`config.mk`:
```
export PLATFORM = sky130hd
export DESIGN_NAME = burst_tx_sequencer_flat
export DESIGN_NICKNAME = d
export VERILOG_FILES = /design/src/rtl/burst_tx_sequencer_if.sv /design/src/rtl/burst_tx_sequencer.sv /design/src/flat_wrapper.sv
export SDC_FILE = /design/constraint.sdc
export NUM_CORES = 1
export LEC_CHECK = 0
export CORE_UTILIZATION = 40
export CTS_BUF_LIST = sky130_fd_sc_hd__clkbuf_16
export CTS_CLUSTER_SIZE = 8
export DETAILED_ROUTE_END_ITERATION = 10
export MAX_ROUTING_LAYER = met4
export PLACE_DENSITY = 0.73
export RECOVER_POWER = 25
export SETUP_SLACK_MARGIN = 0.3
export SYNTH_ARGS = -nofsm -noshare
export SYNTH_HDL_FRONTEND = slang
export SYNTH_SLANG_ARGS = --single-unit
export TNS_END_PERCENT = 20
```
`constraint.sdc`:
```
create_clock -name clk -period 2.2 [get_ports clk]
set_input_delay 0.44 -clock clk [delete_from_list [all_inputs] [get_ports clk]]
set_output_delay 0.44 -clock clk [all_outputs]
set_load 0.02 [all_outputs]
```
`src/rtl/burst_tx_sequencer_if.sv`:
```
// Byte transmit handshake between the burst sequencer and a downstream transmitter.
interface burst_tx_sequencer_if;
    logic       tx_valid;
    logic       tx_ready;
    logic [7:0] tx_data;

    modport master (
        output tx_valid,
        output tx_data,
        input  tx_ready
    );

    modport slave (
        input  tx_valid,
        input  tx_data,
        output tx_ready
    );
endinterface

```
`src/rtl/burst_tx_sequencer.sv`:
```
// Burst transmit sequencer: sends cfg_bytes counting-up bytes over a valid/ready
// handshake with a programmable inter-byte gap, and drives 7-seg display fields.
module burst_tx_sequencer #(
    parameter int unsigned TICK_DIV = 100000
) (
    input  logic                        clk,
    input  logic                        reset,
    input  logic                        start,
    input  logic                        abort,
    input  logic [7:0]                  cfg_bytes,
    input  logic [7:0]                  cfg_speed,
    input  logic [7:0]                  cfg_first,
    burst_tx_sequencer_if.master        tx,
    output logic                        busy,
    output logic                        done,
    output logic [7:0]                  disp_num,
    output logic [7:0]                  disp_speed,
    output logic [7:0]                  disp_bytes,
    output logic [7:0]                  disp_count
);

    // Keep the prescaler at least one bit wide so TICK_DIV = 1 still elaborates.
    localparam int unsigned PscW = (TICK_DIV > 1) ? $clog2(TICK_DIV) : 1;
    localparam logic [PscW-1:0] PscMax = PscW'(TICK_DIV - 1);

    typedef enum logic [1:0] {
        StIdle,
        StSend,
        StGap,
        StDone
    } state_e;

    state_e          state_q, state_d;
    logic [7:0]      bytes_q, bytes_d;
    logic [7:0]      speed_q, speed_d;
    logic [7:0]      data_q, data_d;
    logic            tx_valid_q, tx_valid_d;
    logic            busy_q, busy_d;
    logic            done_q, done_d;
    logic [7:0]      disp_num_q, disp_num_d;
    logic [7:0]      disp_speed_q, disp_speed_d;
    logic [7:0]      disp_bytes_q, disp_bytes_d;
    logic [7:0]      disp_count_q, disp_count_d;
    logic [PscW-1:0] psc_q, psc_d;
    logic [7:0]      gap_q, gap_d;

    logic            xfer;
    logic [7:0]      count_inc;

    assign xfer      = tx_valid_q & tx.tx_ready;
    assign count_inc = disp_count_q + 8'd1;

    // State register and all registered outputs.
    always_ff @(posedge clk or negedge reset) begin
        if (!reset) begin
            state_q      <= StIdle;
            bytes_q      <= '0;
            speed_q      <= '0;
            data_q       <= '0;
            tx_valid_q   <= 1'b0;
            busy_q       <= 1'b0;
            done_q       <= 1'b0;
            disp_num_q   <= '0;
            disp_speed_q <= '0;
            disp_bytes_q <= '0;
            disp_count_q <= '0;
            psc_q        <= '0;
            gap_q        <= '0;
        end else begin
            state_q      <= state_d;
            bytes_q      <= bytes_d;
            speed_q      <= speed_d;
            data_q       <= data_d;
            tx_valid_q   <= tx_valid_d;
            busy_q       <= busy_d;
            done_q       <= done_d;
            disp_num_q   <= disp_num_d;
            disp_speed_q <= disp_speed_d;
            disp_bytes_q <= disp_bytes_d;
            disp_count_q <= disp_count_d;
            psc_q        <= psc_d;
            gap_q        <= gap_d;
        end
    end

    // Next-state logic; outputs are derived from the next state so they stay registered.
    always_comb begin
        state_d      = state_q;
        bytes_d      = bytes_q;
        speed_d      = speed_q;
        data_d       = data_q;
        disp_num_d   = disp_num_q;
        disp_speed_d = disp_speed_q;
        disp_bytes_d = disp_bytes_q;
        disp_count_d = disp_count_q;
        psc_d        = psc_q;
        gap_d        = gap_q;

        unique case (state_q)
            StIdle: begin
                disp_speed_d = cfg_speed;
                disp_bytes_d = cfg_bytes;
                if (start && !abort) begin
                    bytes_d      = cfg_bytes;
                    speed_d      = cfg_speed;
                    data_d       = cfg_first;
                    disp_count_d = 8'd0;
                    state_d      = (cfg_bytes == 8'd0) ? StDone : StSend;
                end
            end

            StSend: begin
                if (xfer) begin
                    // A transfer on the abort edge still counts.
                    disp_num_d   = data_q;
                    disp_count_d = count_inc;
                    data_d       = data_q + 8'd1;
                    if (abort) begin
                        state_d = StIdle;
                    end else if (count_inc == bytes_q) begin
                        state_d = StDone;
                    end else if (speed_q != 8'd0) begin
                        state_d = StGap;
                        psc_d   = '0;
                        gap_d   = 8'd0;
                    end
                end else if (abort) begin
                    state_d = StIdle;
                end
            end

            StGap: begin
                if (abort) begin
                    state_d = StIdle;
                end else if (gap_q == speed_q) begin
                    state_d = StSend;
                end else if (psc_q == PscMax) begin
                    psc_d = '0;
                    gap_d = gap_q + 8'd1;
                end else begin
                    psc_d = psc_q + 1'b1;
                end
            end

            StDone: begin
                state_d = StIdle;
            end

            default: begin
                state_d = StIdle;
            end
        endcase

        tx_valid_d = (state_d == StSend);
        busy_d     = (state_d != StIdle);
        done_d     = (state_d == StDone);
    end

    assign tx.tx_valid = tx_valid_q;
    assign tx.tx_data  = data_q;
    assign busy        = busy_q;
    assign done        = done_q;
    assign disp_num    = disp_num_q;
    assign disp_speed  = disp_speed_q;
    assign disp_bytes  = disp_bytes_q;
    assign disp_count  = disp_count_q;

endmodule

```
`src/flat_wrapper.sv`:
```
// flat-port wrapper written by rule: the top's interface ports become plain ports
module burst_tx_sequencer_flat 
#(
    parameter int unsigned TICK_DIV = 100000
)
  (clk, reset, start, abort, cfg_bytes, cfg_speed, cfg_first, busy, done, disp_num, disp_speed, disp_bytes, disp_count, tx_tx_valid, tx_tx_data, tx_tx_ready);
  burst_tx_sequencer_if tx_i ();
  input  logic clk;
  input  logic reset;
  input  logic start;
  input  logic abort;
  input  logic [7:0] cfg_bytes;
  input  logic [7:0] cfg_speed;
  input  logic [7:0] cfg_first;
  output logic busy;
  output logic done;
  output logic [7:0] disp_num;
  output logic [7:0] disp_speed;
  output logic [7:0] disp_bytes;
  output logic [7:0] disp_count;
  output wire logic [$bits(tx_i.tx_valid)-1:0] tx_tx_valid;
  output wire logic [$bits(tx_i.tx_data)-1:0] tx_tx_data;
  input wire logic [$bits(tx_i.tx_ready)-1:0] tx_tx_ready;
  assign tx_tx_valid = tx_i.tx_valid;
  assign tx_tx_data = tx_i.tx_data;
  assign tx_i.tx_ready = tx_tx_ready;
  burst_tx_sequencer #(.TICK_DIV(TICK_DIV)) u_core (.clk(clk), .reset(reset), .start(start), .abort(abort), .cfg_bytes(cfg_bytes), .cfg_speed(cfg_speed), .cfg_first(cfg_first), .tx(tx_i), .busy(busy), .done(done), .disp_num(disp_num), .disp_speed(disp_speed), .disp_bytes(disp_bytes), .disp_count(disp_count));
endmodule
```
==> results by stage, run 1 <==
Layout:
- The share of post-route cells with drive strength above 1 is 0.2152.
- The register with the most flip-flops in the layout has 17 of them.
- Leaving out fill and tap cells, the most frequent cell in the layout is dfrtp_1.
- The register bank with the most flops is u_core.psc_q.
- The post-layout instance area is 5834 µm².
- The number of non-filler instances in the completed layout is 689.
- The number of inserted diodes is 0.
- The top cell types in the final layout, fill and taps aside, are dfrtp_1, clkdlybuf4s50_1, nand2_1.
- The layout overhead on the synthesized area is 35.24%.
- The layout net count is 581.

Yosys:
- After technology mapping, the gate count stands at 446.
- The async set-reset flop share out of synthesis is 1.000.
- By area the synthesized netlist is led by dfrtp_1, mux2_2, nand2_1, a31oi_1, xnor2_1.
- Synthesis inferred 86 register bits.
- The number of flops mapped to enable cells by yosys is 0.
- The most instantiated flip-flop cell in the synthesis netlist is dfrtp_1.
- The biggest area contributor in the post-synthesis netlist is dfrtp_1.
- The Yosys step of the flow raised 0 warnings.
- The total standard cell area after synthesis is 4314 µm².
- Of the post-synthesis cell area, the dominant cell type holds 0.4988.
- The post-synthesis area per instance is 9.673 µm².
- The fraction of the yosys area taken by sequential cells is 0.4988.
- The number of nets produced by synthesis is 479.
- The number of distinct library cell variants in the gate-level netlist after synthesis is 49.

Clock network:
- The clock tree from TritonCTS is done.
- In this run the clock root is driven by a clkbuf_16.
- For this design, the CTS-stage hold fixing added 0 buffers.
- The longest clock path from root to sink contains 2 buffers.
- The clock slew seen by the registers of the worst setup and hold paths is 0.07 ns.
- Counting every sink on the clock net gives 86.
- The later pin in the worst-skew pair is clocked with a latency of 0.34 ns.
- TritonCTS created 9 clock buffers.
- The H-tree generated during clock tree synthesis spans 3 levels.

Global routing:
- In the global route stage, met2 resource usage came out at 0.3319.
- The highest-utilization routing layer at the global route stage is met2.
- The maximum number of pins on one net before global-route repair is 42.
- The via count of the first global-routing pass is 3770.
- The met1 layer usage reported by global route is 0.2648.
- The number of antenna violations at the first check in global routing came to 0.
- The first global-routing pass estimated 18.11 mm of wire.
- Summed over all layers, the global routing overflow is 0.
- For met3 alone, demand over resource in global routing was 0.03896.
- The overall global routing resource usage is 0.2089.

Flow run:
- Across the run, the number of max-cap violations was 0.

Place:
- In this run the cell area measured after placement is 5369 µm².
- The global placement routability congestion is 0.8637.
- The wire-length estimate of the detail-placed layout is 7.445 mm.
- The worst slack after detailed placement is 0.009189 ns.
- Port buffering added 71 buffers.
- Including well taps, the total number of placed cells is 658.

Routing:
- In the routed design, unresolved DRC markers number 0.
- The routed via count divided by cell count is 5.643.
- The routed layout has 3888 vias.
- After detailed routing, the average wire length per cell comes to 16.05 µm.
- Before antenna repair, the detailed router went through 5 iterations.
- The detail route stage leaves a number of antenna-violating nets equal to 0.
- After the first detailed-routing iteration, the DRC count stood at 196.
- The routed design has 11.06 mm of wire.

STA:
- The post-layout minimum cycle time is 2.065 ns.
- The normalized max-slew margin is 0.3127.
- Across the routed clock network, the largest skew measured is 0.009248 ns.
- The final sum of negative setup slack is 0 ns.
- In the post-route analysis, the smallest setup slack over all paths is 0.1352 ns.
- The number of max-slew violations in the final report is 0.
- The final number of hold-violating endpoints came to 0.
- Setup violations remaining at the end of the flow were counted as 0.
- In the finished design, the share of the clock period the worst path needs comes to 0.9386.
- For this run, the top clock speed supported by timing is 484.3 MHz.
- Setup repair after global routing could not meet its margin everywhere.
- The actual transition at the worst max-transition pin is 1.031 ns.

Floorplanning:
- The core region is 10370 µm².
- The overall die width is 105.9 µm.
- The top-level port count is 72.
- For this configuration, the core starts out at a cell density of 0.4160.
- The site row count is 37.
- The die is 105.9 µm tall.
- The die covers 11200 µm².

Pwr:
- The power spent charging and discharging nets is 1768 µW.
- The maximum resistive drop on vdd is 0.0004431 V.
- The share of total power dissipated in the clock network is 0.259.
- The share of total power in combinational logic is 0.304.
- The leakage power total is 0.002378 µW.
- The portion of total power attributed to sequential cells is 0.436.
- The net switching share of the total power is 0.3350.
- For this design the ratio of total power to cell area is 904.5 nW/µm².
- The internal power of the cells is 3509 µW.

Worst setup path:
- The required time reported for the critical path endpoint is 2.42 ns.
- The worst endpoint data arrival time is 2.29 ns.
- The critical path class is reg -> reg.
- The startpoint of the worst register-to-register path is u_core.disp_count[1]$_DFFE_PN0P_.
- In this run the critical register-to-register path is captured at u_core.gap_q[1]$_DFFE_PN0P_.
- The startpoint type of the worst setup path is a flip-flop.
- The endpoint kind of the worst setup timing path is a flip-flop.
- The cell depth of the worst flop-to-flop path is 9.
- The largest fanout of any net on the critical path is 8.
- Across all register-to-register paths, the minimum setup slack is 0.14 ns.

Hold path:
- The kind of path behind the tightest hold check is in -> async.

Run status:
- The run finished with clean final reports.
==> stage by stage <==
stage / power [µW] / util / hold WS (ns)
floorplan: 3165 / - / 0.1444
global placement: 3791 / 0.5177 / 0.4485
detailed placement: 3851 / 0.5177 / 0.4603
CTS: 5269 / 0.5543 / 0.1088
global route: 5574 / 0.5626 / 0.3761
finish: 5277 / 0.5626 / 0.2716
==> kinds of logic (layout without fill, tap and decap cells) <==
group / after synthesis / after routing / share of synthesized area
AND/OR/NAND/NOR: 171 / 171 / 0.1862
AO/OA/AOI/OAI: 95 / 95 / 0.1378
flip-flops: 86 / 86 / 0.4988
buffers and inverters: 37 / 144 / 0.03886
multiplexers: 34 / 34 / 0.08817
XOR/XNOR: 19 / 19 / 0.03857
adder cells (fa/ha/maj): 4 / 4 / 0.01160
==> final cells by class <==
type | instances | area [µm²]
Clock buffer | 9 | 225.2
Clock inverter | 7 | 36.28
Fill cell | 898 | 4536
Inverter | 17 | 66.31
Multi-Input combinational cell | 323 | 2157
Sequential cell | 86 | 2160
Tap cell | 136 | 170.2
Timing Repair Buffer | 111 | 1020
==> synthesized netlist by cell type, types with 3 or more instances <==
| cell | count |
|---|---|
| xnor2_1 | 15 |
| nor4_1 | 4 |
| nand2b_1 | 8 |
| clkbuf_1 | 11 |
| nand3_1 | 24 |
| a31oi_1 | 23 |
| o22ai_1 | 10 |
| o31a_1 | 3 |
| inv_1 | 17 |
| ha_1 | 4 |
| xor2_1 | 4 |
| nor3_1 | 15 |
| nor2_1 | 30 |
| nand2_1 | 60 |
| o31ai_1 | 3 |
| and3_1 | 8 |
| buf_2 | 4 |
| nand4_1 | 9 |
| a21oi_1 | 25 |
| mux2_2 | 32 |
| o21ai_0 | 14 |
| and2_1 | 3 |
| dfrtp_1 | 86 |
==> power by group through the flow <==
stage                     sequential, µW  combinational, µW  clock, µW
after floorplan                     2450                711          0
after global placement              2320               1470          0
after detailed placement            2330               1520          0
after CTS                           2300               1570       1400
after global routing                2360               1740       1470
final                               2300               1610       1370
==> routing by layer <==
metal / vias up / share of wire
met5: - / 0
met4: 0 / 0.021
met3: 20 / 0.057
met2: 147 / 0.48
met1: 1918 / 0.44
li1: 1803 / -
==> worst max-delay path by stage <==
stage,from,end
after floorplan,u_core.disp_count[1]$_DFFE_PN0P_,u_core.gap_q[1]$_DFFE_PN0P_
after CTS,u_core.disp_count[0]$_DFFE_PN0P_,u_core.gap_q[1]$_DFFE_PN0P_
after detailed placement,tx_tx_ready,u_core.gap_q[1]$_DFFE_PN0P_
after global placement,abort,u_core.done$_DFF_PN0_
final,u_core.disp_count[1]$_DFFE_PN0P_,u_core.gap_q[1]$_DFFE_PN0P_
after global routing,u_core.disp_count[7]$_DFFE_PN0P_,u_core.gap_q[1]$_DFFE_PN0P_
==> worst max-delay path, cell delays in order (launching register included) <==
cell and delay [ns]:
dfrtp_2 0.46, ha_4 0.21, inv_4 0.07, buf_6 0.10, nand4_1 0.12, o32ai_2 0.14
a31oi_2 0.15, o31a_1 0.35, and2_4 0.19, mux2i_2 0.15
==> timing repair <==
item                                    CTS  global route
resized for setup                         7            16
endpoints found under the setup margin   36            40
pin swaps                                 7             9
gates cloned                              0             0
hold endpoints to repair                  0             0
buffers inserted                         12             3
Power figures use the tool's default switching activity.
==> run 2: changes to the inputs <==
--- a/config.mk
+++ b/config.mk
@@ -5,6 +5,8 @@
 export SDC_FILE = /design/constraint.sdc
 export NUM_CORES = 1
 export LEC_CHECK = 0
+export ABC_CLOCK_PERIOD_IN_PS = 2200
+export CORE_ASPECT_RATIO = 0.7
 export CORE_UTILIZATION = 40
 export CTS_BUF_LIST = sky130_fd_sc_hd__clkbuf_16
 export CTS_CLUSTER_SIZE = 8
==> results by stage, run 2 (synthesis gave the netlist of run 1 again) <==
STA:
- Setup repair after global routing could not meet its margin everywhere.
- The clock skew is 0.006761 ns (-0.002487 ns).
- The post-layout minimum cycle time is 2.080 ns (+0.01473 ns).
- The actual transition at the worst max-transition pin is 1.383 ns (+0.3516 ns).
- The final number of setup-violating endpoints is 0 (unchanged).
- The worst slack on hold paths is 0.4095 ns (+0.1379 ns).
- The final number of hold-violating endpoints is 0 (unchanged).
- The smallest setup slack after layout was 0.1204 ns (-0.01473 ns).
- The number of max-slew violations in the final report is 0 (unchanged).
- The final clock period utilization by the worst path was 0.9453 (+0.006698).
- The final sum of negative setup slack is 0 ns (unchanged).
- The achievable clock frequency is 480.9 MHz (-0.71%).
- The normalized max-slew margin is 0.07826 (-0.2344).

Layout:
- The flip-flop count of the largest register after layout is 17 (unchanged).
- The number of non-filler instances in the completed layout is 680 (-1.3%).
- The layout net count is 576 (-0.86%).
- In the layout the commonest cells are dfrtp_1, clkdlybuf4s50_1, nand2_1.
- The area used by sequential logic in the layout is 2160 µm² (unchanged).
- The area of combinational cells with multiple inputs is 2207 µm² (+2.3%).
- The register bank with the most flops is u_core.psc_q.
- The fraction of the core area covered by cells at the end of the flow is 0.5696 (+0.006992).
- The share of post-route cells with drive strength above 1 is 0.2245 (+0.009263).
- The number of fillers in the final layout is 873 (-2.8%).
- The commonest non-fill, non-tap cell in the layout is dfrtp_1.
- The number of inserted diodes is 0 (unchanged).
- Relative to the synthesized area, the layout overhead comes to 37.76%.

Place:
- The number of port buffers was 71 (unchanged).
- The sum of net half-perimeters after detailed placement came to 7.519 mm (+0.99%).
- The worst slack after detailed placement is 0.02003 ns (+0.01084 ns).
- The global placement routability congestion is 0.8843 (+2.4%).
- The cell total after placement is 653 (-0.76%).

Clock network:
- The number of buffers on the longest clock path was 2 (unchanged).
- The TritonCTS sink count is 86 (unchanged).
- The total clock buffers created by CTS is 9 (unchanged).
- The clock tree from TritonCTS is done.
- The H-tree depth reported by CTS is 3 (unchanged).
- The clock slew seen by the registers of the worst setup and hold paths was 0.06 ns (about the same).
- The clock latency at the later pin of the worst-skew pair is 0.34 ns (about the same).
- Clock tree synthesis selected as its root buffer the cell clkbuf_16.

Pwr:
- The areal power density over the cells came to 950.3 nW/µm² (+5.1%).
- The leakage power total is 0.002408 µW (+1.3%).
- The maximum resistive drop on vdd came to 0.0004145 V (-6.5%).

Run status:
- The flow ran to the end, and the final reports show no timing, DRC or antenna violations.

Worst setup path:
- The required time reported for the critical path endpoint was 2.45 ns (+0.03 ns).
- The critical path in this run is classified as reg -> reg.
- The largest fanout of any net on the critical path was 8 (unchanged).
- The startpoint type of the worst setup path is a flip-flop.
- STA classifies the critical path endpoint as a flip-flop.
- The worst endpoint data arrival time is 2.33 ns (+0.04 ns).

Routing:
- The routed via count divided by cell count came to 5.619 (-0.42%).
- The number of antenna-violating nets in the routed design came to 0 (unchanged).
- The DRC marker count from the first detailed-route iteration came to 300 (+53%).
- The aggregate routed wire length was 10.83 mm (-2.1%).
- The number of optimization iterations in the first detailed-route pass came to 5 (unchanged).
- The number of vias after detailed routing was 3821 (-1.7%).
- The routed length per instance is 15.93 µm (-0.77%).
- The detailed-route DRC error count came to 0 (unchanged).

Floorplanning:
- The top-level port count is 72 (unchanged).
- The starting density of the core is 0.4135 (-0.002544).
- The floorplan die height is 88.89 µm (-16%).
- The core region area was 10430 µm² (+0.62%).
- The site row count was 31 (-16%).
- The die outline area was 11210 µm² (about the same).
- The overall die width was 126.1 µm (+19%).

Hold path:
- The min-delay analysis places its worst path in the category in -> async.

Global routing:
- The number of antenna violations at the first check in global routing came to 0 (unchanged).
- The first-pass GRT wire length is 17.82 mm (-1.6%).
- The overall global routing resource usage is 0.2117 (+0.002806).
- The via count of the first global-routing pass was 3709 (-1.6%).
- The global-route congestion overflow total is 0 (unchanged).
- The maximum number of pins on one net before global-route repair came to 56 (+33%).

Flow run:
- The number of max-cap violations is 0 (unchanged).
## run 2: cell count changes in the layout (fill, tap and decap cells not counted), moves of 2 or more
cell	previous run	this run
buf_4	37	28
buf_6	1	4
bufinv_16	0	3
inv_1	19	17
o22ai_2	0	2
o22ai_1	10	8
nand3_1	22	20
## run 2: path summary, 6_finish.rpt
path,cells after the start,slack [ns],to,from
worst max-delay path,9,0.12,u_core.gap_q[6]$_DFFE_PN0P_,u_core.disp_count[0]$_DFFE_PN0P_
worst min-delay path,1,0.41,u_core.disp_speed[1]$_DFFE_PN0P_,reset
worst max register to register,9,0.12,u_core.gap_q[6]$_DFFE_PN0P_,u_core.disp_count[0]$_DFFE_PN0P_
worst min register to register,2,0.48,u_core.disp_num[4]$_DFFE_PN0P_,u_core.disp_num[4]$_DFFE_PN0P_
max in group asynchronous,1,0.86,u_core.disp_count[3]$_DFFE_PN0P_,reset
min in group clk,2,0.48,u_core.disp_num[4]$_DFFE_PN0P_,u_core.disp_num[4]$_DFFE_PN0P_
## run 2: area by class of cell
type / count / share of cell area
clock inverters: 7 / 0.01916
well taps: 132 / 0.02779
clock buffers: 9 / 0.03789
repair buffers: 106 / 0.1693
multi-input cells: 323 / 0.3714
flip-flops and latches: 86 / 0.3634
inverters: 17 / 0.01116
## run 2: per-layer routing
layer  global-route usage  vias to the layer above  share of wire
met3              0.06703                       16          0.068
met1               0.2713                     1859           0.47
met4              0.05367                        0          0.011
met2               0.3280                      147           0.45
met5                    -                        -              0
li1                     -                     1799              -
## run 2: repair_timing
action,in CTS,in global routing
buffers inserted,10,0
setup endpoints to repair,36,40
hold buffers,0,0
pin swaps,3,12
resized for setup,8,26
gates cloned,1,0
## run 2: per-stage QoR
step / total power, µW / area, µm²
after floorplan: 3165 / 4388
after global placement: 3773 / 5344
after detailed placement: 3846 / 5344
after CTS: 5622 / 5798
after global routing: 5961 / 5943
final: 5648 / 5943
## run 2: critical path, stage by stage, from the launching register on
cell,delay (ns)
dfrtp_2,0.45
ha_4,0.22
inv_4,0.07
buf_6,0.11
nand4_1,0.12
o32ai_4,0.13
a31oi_2,0.13
o31a_1,0.37
and2_4,0.22
a31oi_1,0.18
## run 2: report_power, final
part,switching (µW),internal [µW]
Sequential,373,1930
Clock,621,1100
Combinational,783,833
Total,1780,3870
==> run 3: changes to the inputs <==
--- a/config.mk
+++ b/config.mk
@@ -7,6 +7,7 @@
 export LEC_CHECK = 0
 export ABC_CLOCK_PERIOD_IN_PS = 2200
 export CORE_ASPECT_RATIO = 0.7
+export CORE_MARGIN = 2
 export CORE_UTILIZATION = 40
 export CTS_BUF_LIST = sky130_fd_sc_hd__clkbuf_16
 export CTS_CLUSTER_SIZE = 8
==> results by stage, run 3 (synthesis gave the netlist of run 1 again) <==
Floorplanning:
- The overall die width is 128.1 µm (+1.6%).
- The starting density of the core is 0.4135 (unchanged).
- The core region area is 10430 µm² (unchanged).
- The die outline area is 11650 µm² (+3.9%).
- The site row count came to 31 (unchanged).
- The top-level port count is 72 (unchanged).
- The floorplan die height was 90.89 µm (+2.2%).

STA:
- The final number of setup-violating endpoints is 0 (unchanged).
- The final clock period utilization by the worst path is 0.9906 (+0.04536).
- The post-layout minimum cycle time came to 2.179 ns (+0.09978 ns).
- Setup repair after global routing could not meet its margin everywhere.
- The clock skew is 0.006827 ns (+0.00006681 ns).
- The actual transition at the worst max-transition pin is 1.081 ns (-0.3016 ns).
- The number of max-slew violations in the final report came to 0 (unchanged).
- The final number of hold-violating endpoints is 0 (unchanged).
- The final sum of negative setup slack is 0 ns (unchanged).
- The normalized max-slew margin is 0.2794 (+0.2011).
- The achievable clock frequency is 458.9 MHz (-4.6%).

Layout:
- The fraction of the core area covered by cells at the end of the flow is 0.5682 (-0.001439).
- The register with the most flip-flops in the final layout is u_core.psc_q.
- The library cell used most frequently in the layout, excluding fill and tap cells, is dfrtp_1.
- The share of post-route cells with drive strength above 1 came to 0.2292 (+0.004789).
- The flip-flop count of the largest register after layout was 17 (unchanged).
- The layout net count was 582 (+1.0%).
- The number of inserted diodes is 0 (unchanged).
- In the layout the commonest cells are dfrtp_1, clkdlybuf4s50_1, nand2_1.
- The layout overhead on the synthesized area is 37.41%.

Worst setup path:
- The largest fanout of any net on the critical path is 8 (unchanged).
- The required time reported for the critical path endpoint is 2.44 ns (about the same).
- The flop-to-flop setup slack is 0.02 ns (-0.10 ns).
- The critical path is of the reg -> reg type.
- The worst setup path is captured at a flip-flop.
- In this run the critical register-to-register path is captured at u_core.gap_q[7]$_DFFE_PN0P_.
- The worst register-to-register path begins at u_core.disp_count[7]$_DFFE_PN0P_.
- The worst endpoint data arrival time is 2.42 ns (+0.09 ns).
- The startpoint type of the worst setup path is a flip-flop.
- The cell depth of the worst flop-to-flop path is 7 (-2).

Clock network:
- The clock tree from TritonCTS is done.
- The TritonCTS sink count is 86 (unchanged).
- The hold buffer count at CTS is 0 (unchanged).
- The number of buffers on the longest clock path is 2 (unchanged).
- The clock slew seen by the registers of the worst setup and hold paths came to 0.06 ns (about the same).
- The H-tree depth reported by CTS came to 3 (unchanged).
- The total clock buffers created by CTS is 9 (unchanged).
- The clock latency at the later pin of the worst-skew pair is 0.33 ns (about the same).
- The root buffer cell chosen for the clock tree is clkbuf_16.

Routing:
- The DRC marker count from the first detailed-route iteration is 385 (+28%).
- The routed via count divided by cell count is 5.601 (-0.33%).
- The number of antenna-violating nets in the routed design is 0 (unchanged).
- The aggregate routed wire length is 11.29 mm (+4.2%).
- The number of optimization iterations in the first detailed-route pass is 4 (-1).
- The number of vias after detailed routing was 3842 (+0.55%).
- The detailed-route DRC error count came to 0 (unchanged).
- The routed length per instance came to 16.45 µm (+3.3%).

Pwr:
- The maximum resistive drop on vdd is 0.0005492 V (+32%).
- The areal power density over the cells is 953.5 nW/µm² (+0.34%).
- The leakage power total is 0.002421 µW (+0.57%).

Global routing:
- The global-route congestion overflow total came to 0 (unchanged).
- The first-pass GRT wire length came to 17.95 mm (+0.74%).
- The via count of the first global-routing pass is 3610 (-2.7%).
- The number of antenna violations at the first check in global routing is 0 (unchanged).
- The overall global routing resource usage came to 0.1981 (-0.01364).
- The maximum number of pins on one net before global-route repair was 43 (-23%).

Place:
- The number of port buffers came to 71 (unchanged).
- The sum of net half-perimeters after detailed placement is 7.528 mm (+0.12%).
- The global placement routability congestion is 0.8392 (-5.1%).

Run status:
- The run finished with clean final reports.

Hold path:
- The kind of path behind the tightest hold check is in -> async.

Flow run:
- The number of max-cap violations was 0 (unchanged).
run 3: cell types whose count changed in the layout (fill, tap and decap cells not counted), sizes merged:
cell,previous run,this run
buf,35,40
clkbuf,10,11
run 3: area by class of cell:
class / instances / area (µm²)
clock buffers: 9 / 225.2
clock inverters: 7 / 113.9
fillers: 883 / 4506
inverters: 17 / 66.31
multi-input cells: 323 / 2167
flip-flops and latches: 86 / 2162
well taps: 132 / 165.2
repair buffers: 112 / 1028
run 3: worst max-delay path by stage:
stage / start / endpoint / slack, ns / depth (start not counted)
3_3_place_gp: abort / u_core.tx.tx_valid$_DFF_PN0_ / 0.06 / 7
6_report: u_core.disp_count[7]$_DFFE_PN0P_ / u_core.gap_q[7]$_DFFE_PN0P_ / 0.02 / 7
3_5_place_dp: abort / u_core.tx.tx_valid$_DFF_PN0_ / -0.03 / 7
5_1_grt: u_core.bytes_q[7]$_DFFE_PN0P_ / u_core.gap_q[7]$_DFFE_PN0P_ / -0.06 / 7
2_1_floorplan: u_core.disp_count[1]$_DFFE_PN0P_ / u_core.gap_q[1]$_DFFE_PN0P_ / 0.17 / 10
4_1_cts: u_core.disp_count[1]$_DFFE_PN0P_ / u_core.gap_q[2]$_DFFE_PN0P_ / 0.16 / 8
run 3: repair_timing:
| action | 4_1_cts | 5_1_grt |
|---|---|---|
| resized for setup | 6 | 22 |
| endpoints found under the setup margin | 34 | 40 |
| buffers inserted | 12 | 6 |
| pin swaps | 6 | 9 |
run 3: worst max-delay path: stages, from the launching register on:
cell	delay, ns
dfrtp_2	0.47
xnor2_4	0.26
xor2_2	0.13
o32ai_2	0.33
a31oi_2	0.15
o31a_1	0.36
and2_4	0.20
o211ai_1	0.19
run 3: through the flow:
stage | cell area, µm² | setup slack [ns] | std cells | hold slack (ns) | power, µW
after floorplan | 4388 | 0.1694 | 446 | 0.1444 | 3165
after global placement | 5336 | 0.05682 | 652 | 0.4570 | 3782
after detailed placement | 5336 | -0.03270 | 652 | 0.4688 | 3843
after CTS | 5793 | 0.1575 | 680 | 0.1158 | 5628
after global routing | 5928 | -0.06277 | 686 | 0.3806 | 5949
final | 5928 | 0.02064 | 686 | 0.2967 | 5653
run 3: layer usage:
metal,track usage,share of wire,vias up
met2,0.2839,0.45,125
met4,0.03755,0.013,0
met3,0.05095,0.055,17
met1,0.2856,0.49,1890
li1,-,-,1810
met5,-,0,-
run 3: where the power goes:
group / internal, µW / switching, µW
Combinational: 835 / 781
Sequential: 1940 / 371
Clock: 1100 / 626
